[src/rtl/seg_scan_pkg.sv]
// Shared constants, state type and helper for the segment-scan readback decoder.
package seg_scan_pkg;

  // Active-low segment patterns, bit 6 = g ... bit 0 = a.
  localparam logic [6:0] SEG_0     = 7'b1000000;
  localparam logic [6:0] SEG_1     = 7'b1111001;
  localparam logic [6:0] SEG_2     = 7'b0100100;
  localparam logic [6:0] SEG_3     = 7'b0110000;
  localparam logic [6:0] SEG_4     = 7'b0011001;
  localparam logic [6:0] SEG_5     = 7'b0010010;
  localparam logic [6:0] SEG_6     = 7'b0000010;
  localparam logic [6:0] SEG_7     = 7'b1111000;
  localparam logic [6:0] SEG_8     = 7'b0000000;
  localparam logic [6:0] SEG_9     = 7'b0011000;
  localparam logic [6:0] SEG_BLANK = 7'b1111111;

  localparam logic [3:0] BLANK_CODE = 4'hF;

  typedef enum logic [1:0] {IDLE, SETTLING, CAPTURED} scan_state_t;

  // True when exactly one anode line is driven low.
  function automatic logic is_one_cold(input logic [7:0] v);
    return ($countones(~v) == 1);
  endfunction

endpackage

[src/rtl/seg_pattern_decode.sv]
// Combinational 7-segment pattern to BCD decoder.
// Build option: SEG_SCAN_BLANK_EN makes the all-dark pattern a legal blank digit.
module seg_pattern_decode
  import seg_scan_pkg::*;
(
  input  logic [6:0] i_seg,
  output logic [3:0] o_value,
  output logic       o_legal
);

  // Map each recognised pattern to its value; anything else is flagged illegal.
  always_comb begin
    o_value = BLANK_CODE;
    o_legal = 1'b1;
    case (i_seg)
      SEG_0: o_value = 4'd0;
      SEG_1: o_value = 4'd1;
      SEG_2: o_value = 4'd2;
      SEG_3: o_value = 4'd3;
      SEG_4: o_value = 4'd4;
      SEG_5: o_value = 4'd5;
      SEG_6: o_value = 4'd6;
      SEG_7: o_value = 4'd7;
      SEG_8: o_value = 4'd8;
      SEG_9: o_value = 4'd9;
`ifdef SEG_SCAN_BLANK_EN
      SEG_BLANK: o_value = BLANK_CODE;
`else
      SEG_BLANK: o_legal = 1'b0;
`endif
      default: o_legal = 1'b0;
    endcase
  end

endmodule

[src/rtl/seg_scan_decoder.sv]
// Readback decoder for the multiplexed 7-segment display bus.
// Synchronizes seg/anode, waits SETTLE_CYCLES stable cycles per dwell,
// decodes the pattern and tracks frame completion over all eight digits.
// Build option: SEG_SCAN_BLANK_EN (handled in seg_pattern_decode).
module seg_scan_decoder
  import seg_scan_pkg::*;
#(
  parameter int SETTLE_CYCLES = 1000
) (
  input  logic        clk,
  input  logic        rst_n,
  input  logic [6:0]  seg,
  input  logic [7:0]  a,
  output logic [31:0] digits,
  output logic [7:0]  digit_valid,
  output logic        frame_done,
  output logic        err_pattern,
  output logic        err_anode
);

  localparam int CNT_W = $clog2(SETTLE_CYCLES);
  localparam logic [CNT_W-1:0] CNT_LAST = CNT_W'(SETTLE_CYCLES - 1);

  logic [6:0]       r_seg_m, r_seg_s;
  logic [7:0]       r_a_m, r_a_s;
  scan_state_t      r_state, w_state_nxt;
  logic [CNT_W-1:0] r_cnt, w_cnt_nxt;
  logic             w_change, w_capture, w_enter_idle;
  logic [2:0]       w_idx;
  logic [3:0]       w_dec_value;
  logic             w_dec_legal;
  logic [7:0]       r_mask, w_mask_set;
  logic [31:0]      r_digits;
  logic [7:0]       r_valid;
  logic             r_frame_done, r_err_pattern, r_err_anode;

  // Two-flop synchronizers; idle bus level (all ones) out of reset.
  always_ff @(posedge clk or negedge rst_n) begin
    if (!rst_n) begin
      r_seg_m <= '1;
      r_seg_s <= '1;
      r_a_m   <= '1;
      r_a_s   <= '1;
    end else begin
      r_seg_m <= seg;
      r_seg_s <= r_seg_m;
      r_a_m   <= a;
      r_a_s   <= r_a_m;
    end
  end

  // The synchronized bus changes on the coming edge; the count restarts so
  // that cnt==0 marks the first cycle the new value is visible in seg_s/a_s.
  assign w_change = ({r_a_m, r_seg_m} != {r_a_s, r_seg_s});

  // Next-state and settle counter; capture fires once per settled dwell.
  always_comb begin
    w_state_nxt = r_state;
    w_cnt_nxt   = r_cnt;
    w_capture   = 1'b0;
    if (w_change) begin
      w_cnt_nxt   = '0;
      w_state_nxt = is_one_cold(r_a_m) ? SETTLING : IDLE;
    end else begin
      case (r_state)
        SETTLING: begin
          if (r_cnt == CNT_LAST) begin
            w_capture   = 1'b1;
            w_state_nxt = CAPTURED;
          end else begin
            w_cnt_nxt = r_cnt + 1'b1;
          end
        end
        default: ;
      endcase
    end
  end

  assign w_enter_idle = w_change && (w_state_nxt == IDLE) && (r_state != IDLE);

  // State register and settle counter.
  always_ff @(posedge clk or negedge rst_n) begin
    if (!rst_n) begin
      r_state <= IDLE;
      r_cnt   <= '0;
    end else begin
      r_state <= w_state_nxt;
      r_cnt   <= w_cnt_nxt;
    end
  end

  // Position of the single low anode bit (only meaningful while settling).
  always_comb begin
    w_idx = 3'd0;
    for (int i = 0; i < 8; i++) begin
      if (!r_a_s[i]) w_idx = i[2:0];
    end
  end

  seg_pattern_decode u_decode (
    .i_seg   (r_seg_s),
    .o_value (w_dec_value),
    .o_legal (w_dec_legal)
  );

  assign w_mask_set = r_mask | (8'd1 << w_idx);

  // Digit store, frame mask and one-cycle status pulses.
  always_ff @(posedge clk or negedge rst_n) begin
    if (!rst_n) begin
      r_digits      <= '1;
      r_valid       <= '0;
      r_mask        <= '0;
      r_frame_done  <= 1'b0;
      r_err_pattern <= 1'b0;
      r_err_anode   <= 1'b0;
    end else begin
      r_frame_done  <= 1'b0;
      r_err_pattern <= w_capture && !w_dec_legal;
      r_err_anode   <= w_enter_idle;
      if (w_capture) begin
        if (w_dec_legal) begin
          r_digits[{w_idx, 2'b00} +: 4] <= w_dec_value;
          r_valid[w_idx]                <= 1'b1;
        end else begin
          r_valid[w_idx] <= 1'b0;
        end
        if (w_mask_set == 8'hFF) begin
          r_mask       <= '0;
          r_frame_done <= 1'b1;
        end else begin
          r_mask <= w_mask_set;
        end
      end
    end
  end

  assign digits      = r_digits;
  assign digit_valid = r_valid;
  assign frame_done  = r_frame_done;
  assign err_pattern = r_err_pattern;
  assign err_anode   = r_err_anode;

endmodule
[config.mk]
export PLATFORM = sky130hd
export DESIGN_NAME = seg_scan_decoder
export DESIGN_NICKNAME = d
export VERILOG_FILES = /design/src/rtl/seg_scan_pkg.sv /design/src/rtl/seg_pattern_decode.sv /design/src/rtl/seg_scan_decoder.sv
export SDC_FILE = /design/constraint.sdc
export NUM_CORES = 1
export LEC_CHECK = 0
export BUFFER_PORTS_ARGS = -buffer_cell sky130_fd_sc_hd__buf_2
export CAP_MARGIN = 20
export CORE_MARGIN = 3
export CORE_UTILIZATION = 41
export DETAILED_ROUTE_END_ITERATION = 7
export MAX_ROUTING_LAYER = met4
export SLEW_MARGIN = 10
export SYNTH_ARGS = -nofsm -noshare
export SYNTH_HDL_FRONTEND = slang
export SYNTH_HIERARCHICAL = 1
export SYNTH_SLANG_ARGS = --single-unit
export TNS_END_PERCENT = 20
[constraint.sdc]
create_clock -name clk -period 4.1 [get_ports clk]
set_input_delay 1.23 -clock clk [delete_from_list [all_inputs] [get_ports clk]]
set_output_delay 1.23 -clock clk [all_outputs]
set_load 0.02 [all_outputs]
==> summary.md <==
| Metric | Value |
|---|---|
| Instance count on the critical path | `12` |
| Max-slew violation count | `0` |
| Count of antenna diodes in the layout | `0` |
| Largest area contributor in the netlist | `sky130_fd_sc_hd__dfstp_2` |
| Count of cells resized by post-cts repair | `0` |
| Effective utilization at floorplan | `0.4313` |
| Final setup violating endpoints | `0` |
| Count of max-cap constraint violations | `0` |
| Overall track demand over capacity in global routing | `0.1591` |
| Most common flop cell mapped by yosys | `sky130_fd_sc_hd__dfstp_2` |
| EDFF count, synth | `0` |
| First-pass GRT wire length | `15,840 um` |
| Final period util | `0.8272` |
| TritonCTS clock tree | `yes` |
| Width of the chip | `111.6 um` |
| Most numerous cell on the critical path | `sky130_fd_sc_hd__fa_1` |
| Buffers inserted by post-CTS timing repair | `0` |
| Number of nets produced by synthesis | `409` |
| Launching element type of the critical path | `register` |
| Actual slew at the worst max-slew pin | `0.7596 ns` |
| Critical Path RT | `4.40 ns` |
| Number of global-route vias before repair | `3,148` |
| Fraction of the core area covered by cells at the end of the flow | `0.4873` |
| Sum of negative setup slack | `0 ns` |
| Result of the run | `finished, final reports clean` |
| Worst Clk Skew | `0.01133 ns` |
| Die Footprint | `12,450 um^2` |
| Vertical die dimension | `111.6 um` |
| Core area | `10,600 um^2` |
| Number of flip-flops and latches in the synthesized netlist | `93` |
| Insertion delay to the later sink of the worst-skew pair | `0.36 ns` |
| Share of the synthesized netlist area taken by xor and xnor gates | `0.04215` |
| TritonCTS buffer count | `9` |
| Final HPWL DP | `6628 um` |
| Share of layout cells above drive strength 1 | `0.4568` |
| Final hold vios | `0` |
| Layout overhead on the synthesized area | `13.00%` |
| Synth warn | `6` |
| Area share of fa/ha/maj cells after synthesis | `0.04488` |
| Family with the most delay on the worst path | `adder cells` |
| Critical path fanouts, max | `3` |
| Synth Area in Compound Gates | `0.06650` |
| Category of the critical setup timing path | `reg -> reg` |
| Fraction of registers with async set/reset | `1.000` |
| Detailed-route DRC error count | `0` |
| List of cells traversed by the critical path | `fa_1, inv_1, fa_1, fa_1, ha_1, inv_1, fa_1, a211oi_1, mux2_2, nand3_1, nor2_1, a31o_2` |
| Max stage delay on crit path | `0.57 ns` |
| Iteration-0 DRC Markers | `132` |
| Worst hold path startpoint | `r_seg_m[0]` |
| Hold bufs inserted after CTS | `0` |
| Type of the tightest min-delay check | `reg -> reg` |
| Data arrival time of the critical path | `3.69 ns` |
| 1st-pass router iterations | `4` |
| VDD IR-drop max | `0.1907 mV` |
| Length in cells of the worst reg-to-reg path | `12` |
| Fmax | `0.2949 GHz` |
| Max-slew headroom at the worst pin | `0.4936` |
| Worst Path Buf+Inv | `2` |
| H-Tree Level Count | `3` |
| RSZ-0062 raised after global routing | `no` |
| Total routed wirelength | `9061 um` |
| Cells after Synth | `378` |
| Reg2Reg Launch Point | `r_a_m[1]` |
| Critical path endpoint category | `register` |
| Total via count after detailed routing | `3,039` |
| Post-route ant nets | `0` |
| Depth of the worst hold-timing path | `0` |
| Drt wl/cell | `15.73 um` |
| Remaining global-route overflow | `0` |
| Combinational family with the most area after synthesis | `simple AND/OR/NAND/NOR gates` |
| Top-Level Pins | `60` |
| Area of the mapped netlist | `4572 um^2` |
| Antenna violations before repair | `0` |
| Top cells by area, synth | `sky130_fd_sc_hd__dfstp_2 36%, sky130_fd_sc_hd__dfrtp_1 17%, sky130_fd_sc_hd__mux2_2 8.9%` |
| Syn Area/Cell | `12.09 um^2` |
| Pwr dens | `343.2 nW/um^2` |
| Beginning of the critical path | `r_a_m[1]` |
| Clock-pin slew reported for the worst setup and hold paths after clock tree synthesis | `0.09 ns` |
| Final weighted congestion in routability-driven placement | `0.8242` |
| Buffers added on ports | `59` |
| Row Count | `37` |
| Buffers from clock root to sink, at most | `2` |
| Routed vias/inst | `5.276` |
| Sinks on Clock Net | `93` |
| Count of nets after finishing | `466` |
| Number of distinct standard cells referenced by the synthesized netlist | `57` |
| Master cell of the clock root buffer | `sky130_fd_sc_hd__clkbuf_8` |
| Cell with the largest stage delay on the worst path | `sky130_fd_sc_hd__dfstp_2` |
| Maximum number of pins on one net before global-route repair | `38` |
| Post-Synth Simple-Gate Area | `0.1700` |
| Area share of the largest cell type after synthesis | `0.3563` |
| Mux share of post-synthesis cell area | `0.1106` |
| Final min period | `3.391 ns` |
| Sequential-to-total area share from yosys stat | `0.5260` |
| Leakage power | `2.319 nW` |
registers in the layout, indices dropped and copies added (netlist names), named ones only:
name and cells:
r_mask 8, digits 32, r_a_m 8, r_state 2, r_cnt 10, r_seg_s 7
r_a_s 8, err_pattern 1, err_anode 1, r_seg_m 7, frame_done 1
placed cells by master (no fill, tap or decap), types with 4 or more instances in the layout:
cell and instances:
sky130_fd_sc_hd__clkbuf_8 9, sky130_fd_sc_hd__nor3_1 9, sky130_fd_sc_hd__mux2i_1 4, sky130_fd_sc_hd__or3_1 5, sky130_fd_sc_hd__a21oi_1 8, sky130_fd_sc_hd__inv_1 23, sky130_fd_sc_hd__nand3_1 5, sky130_fd_sc_hd__nor4_2 5
sky130_fd_sc_hd__o21ai_0 10, sky130_fd_sc_hd__buf_2 58, sky130_fd_sc_hd__nand2_1 21, sky130_fd_sc_hd__dfrtp_1 31, sky130_fd_sc_hd__and3_1 7, sky130_fd_sc_hd__mux2_2 36, sky130_fd_sc_hd__fa_1 4, sky130_fd_sc_hd__nand4_1 9
sky130_fd_sc_hd__buf_4 4, sky130_fd_sc_hd__ha_1 10, sky130_fd_sc_hd__mux2_4 4, sky130_fd_sc_hd__dfstp_2 62, sky130_fd_sc_hd__xor2_1 20, sky130_fd_sc_hd__nor2_1 30, sky130_fd_sc_hd__nor2b_1 4, sky130_fd_sc_hd__nor4_1 4
sky130_fd_sc_hd__a41oi_1 6
through the flow:
| stage | instance area [um^2] | hold WS (ns) | worst slack, ns | cells | total power, mW |
|---|---|---|---|---|---|
| after floorplan | 4572 | 0.3598 | 0.9122 | 378 | 1.106 |
| after global placement | 4966 | 0.3633 | 0.8440 | 560 | 1.160 |
| after detailed placement | 4966 | 0.3646 | 0.7111 | 560 | 1.169 |
| after CTS | 5166 | 0.3788 | 0.6954 | 576 | 1.793 |
| after global routing | 5166 | 0.3857 | 0.4994 | 576 | 1.858 |
| final | 5166 | 0.3771 | 0.7086 | 576 | 1.773 |
routing by layer:
layer,GRT usage,wire length [um],vias to the layer above,share of wire
met5,-,0,-,0
met4,0.03893,106,0,0.012
met3,0.03533,415,12,0.046
met2,0.2485,4190,75,0.46
met1,0.2126,4348,1499,0.48
li1,-,-,1453,-
cells by family after synthesis:
group | count (synthesis)
AND/OR/NAND/NOR | 124
flip-flops | 93
multiplexers | 44
AO/OA/AOI/OAI | 42
adder cells (fa/ha/maj) | 14
buffers and inverters | 39
XOR/XNOR | 22
synthesized netlist by cell type (3+ instances only):
cell type / number
sky130_fd_sc_hd__dfstp_2: 62
sky130_fd_sc_hd__mux2_2: 36
sky130_fd_sc_hd__dfrtp_1: 31
sky130_fd_sc_hd__nor2_1: 30
sky130_fd_sc_hd__inv_1: 23
sky130_fd_sc_hd__nand2_1: 21
sky130_fd_sc_hd__xor2_1: 20
sky130_fd_sc_hd__ha_1: 10
sky130_fd_sc_hd__o21ai_0: 10
sky130_fd_sc_hd__nand4_1: 9
sky130_fd_sc_hd__nor3_1: 9
sky130_fd_sc_hd__a21oi_1: 8
sky130_fd_sc_hd__and3_1: 7
sky130_fd_sc_hd__clkbuf_1: 7
sky130_fd_sc_hd__a41oi_1: 6
sky130_fd_sc_hd__nand3_1: 5
sky130_fd_sc_hd__nor4_2: 5
sky130_fd_sc_hd__or3_1: 5
sky130_fd_sc_hd__fa_1: 4
sky130_fd_sc_hd__mux2_4: 4
sky130_fd_sc_hd__mux2i_1: 4
sky130_fd_sc_hd__nor2b_1: 4
sky130_fd_sc_hd__nor4_1: 4
sky130_fd_sc_hd__a211oi_1: 3
sky130_fd_sc_hd__buf_4: 3
sky130_fd_sc_hd__buf_6: 3
sky130_fd_sc_hd__nand2b_1: 3
sky130_fd_sc_hd__nor4_4: 3
sky130_fd_sc_hd__o21ai_1: 3
report_power, final:
group | total, mW | internal (mW) | switching [mW]
clock | 0.622 | 0.289 | 0.333
sequential | 0.985 | 0.954 | 0.0307
combinational | 0.166 | 0.0655 | 0.101
final cells by class:
| type | instances | area, um^2 |
|---|---|---|
| Clock buffer | 10 | 127.6 |
| Clock inverter | 6 | 72.57 |
| Fill cell | 984 | 5435 |
| Inverter | 23 | 86.33 |
| Multi-Input combinational cell | 246 | 1984 |
| Sequential cell | 93 | 2405 |
| Tap cell | 136 | 170.2 |
| Timing Repair Buffer | 62 | 320.3 |
path summary, 6_finish.rpt:
| kind | end | slack (ns) |
|---|---|---|
| setup / recovery | r_state[0] | 0.71 |
| hold / removal | r_seg_s[0] | 0.38 |
| setup reg to reg | r_state[0] | 0.71 |
| hold reg to reg | r_seg_s[0] | 0.38 |
| max in group asynchronous | r_a_m[2] | 2.51 |
| min in group asynchronous | async pin | 0.78 |
Power figures use the tool's default switching activity.
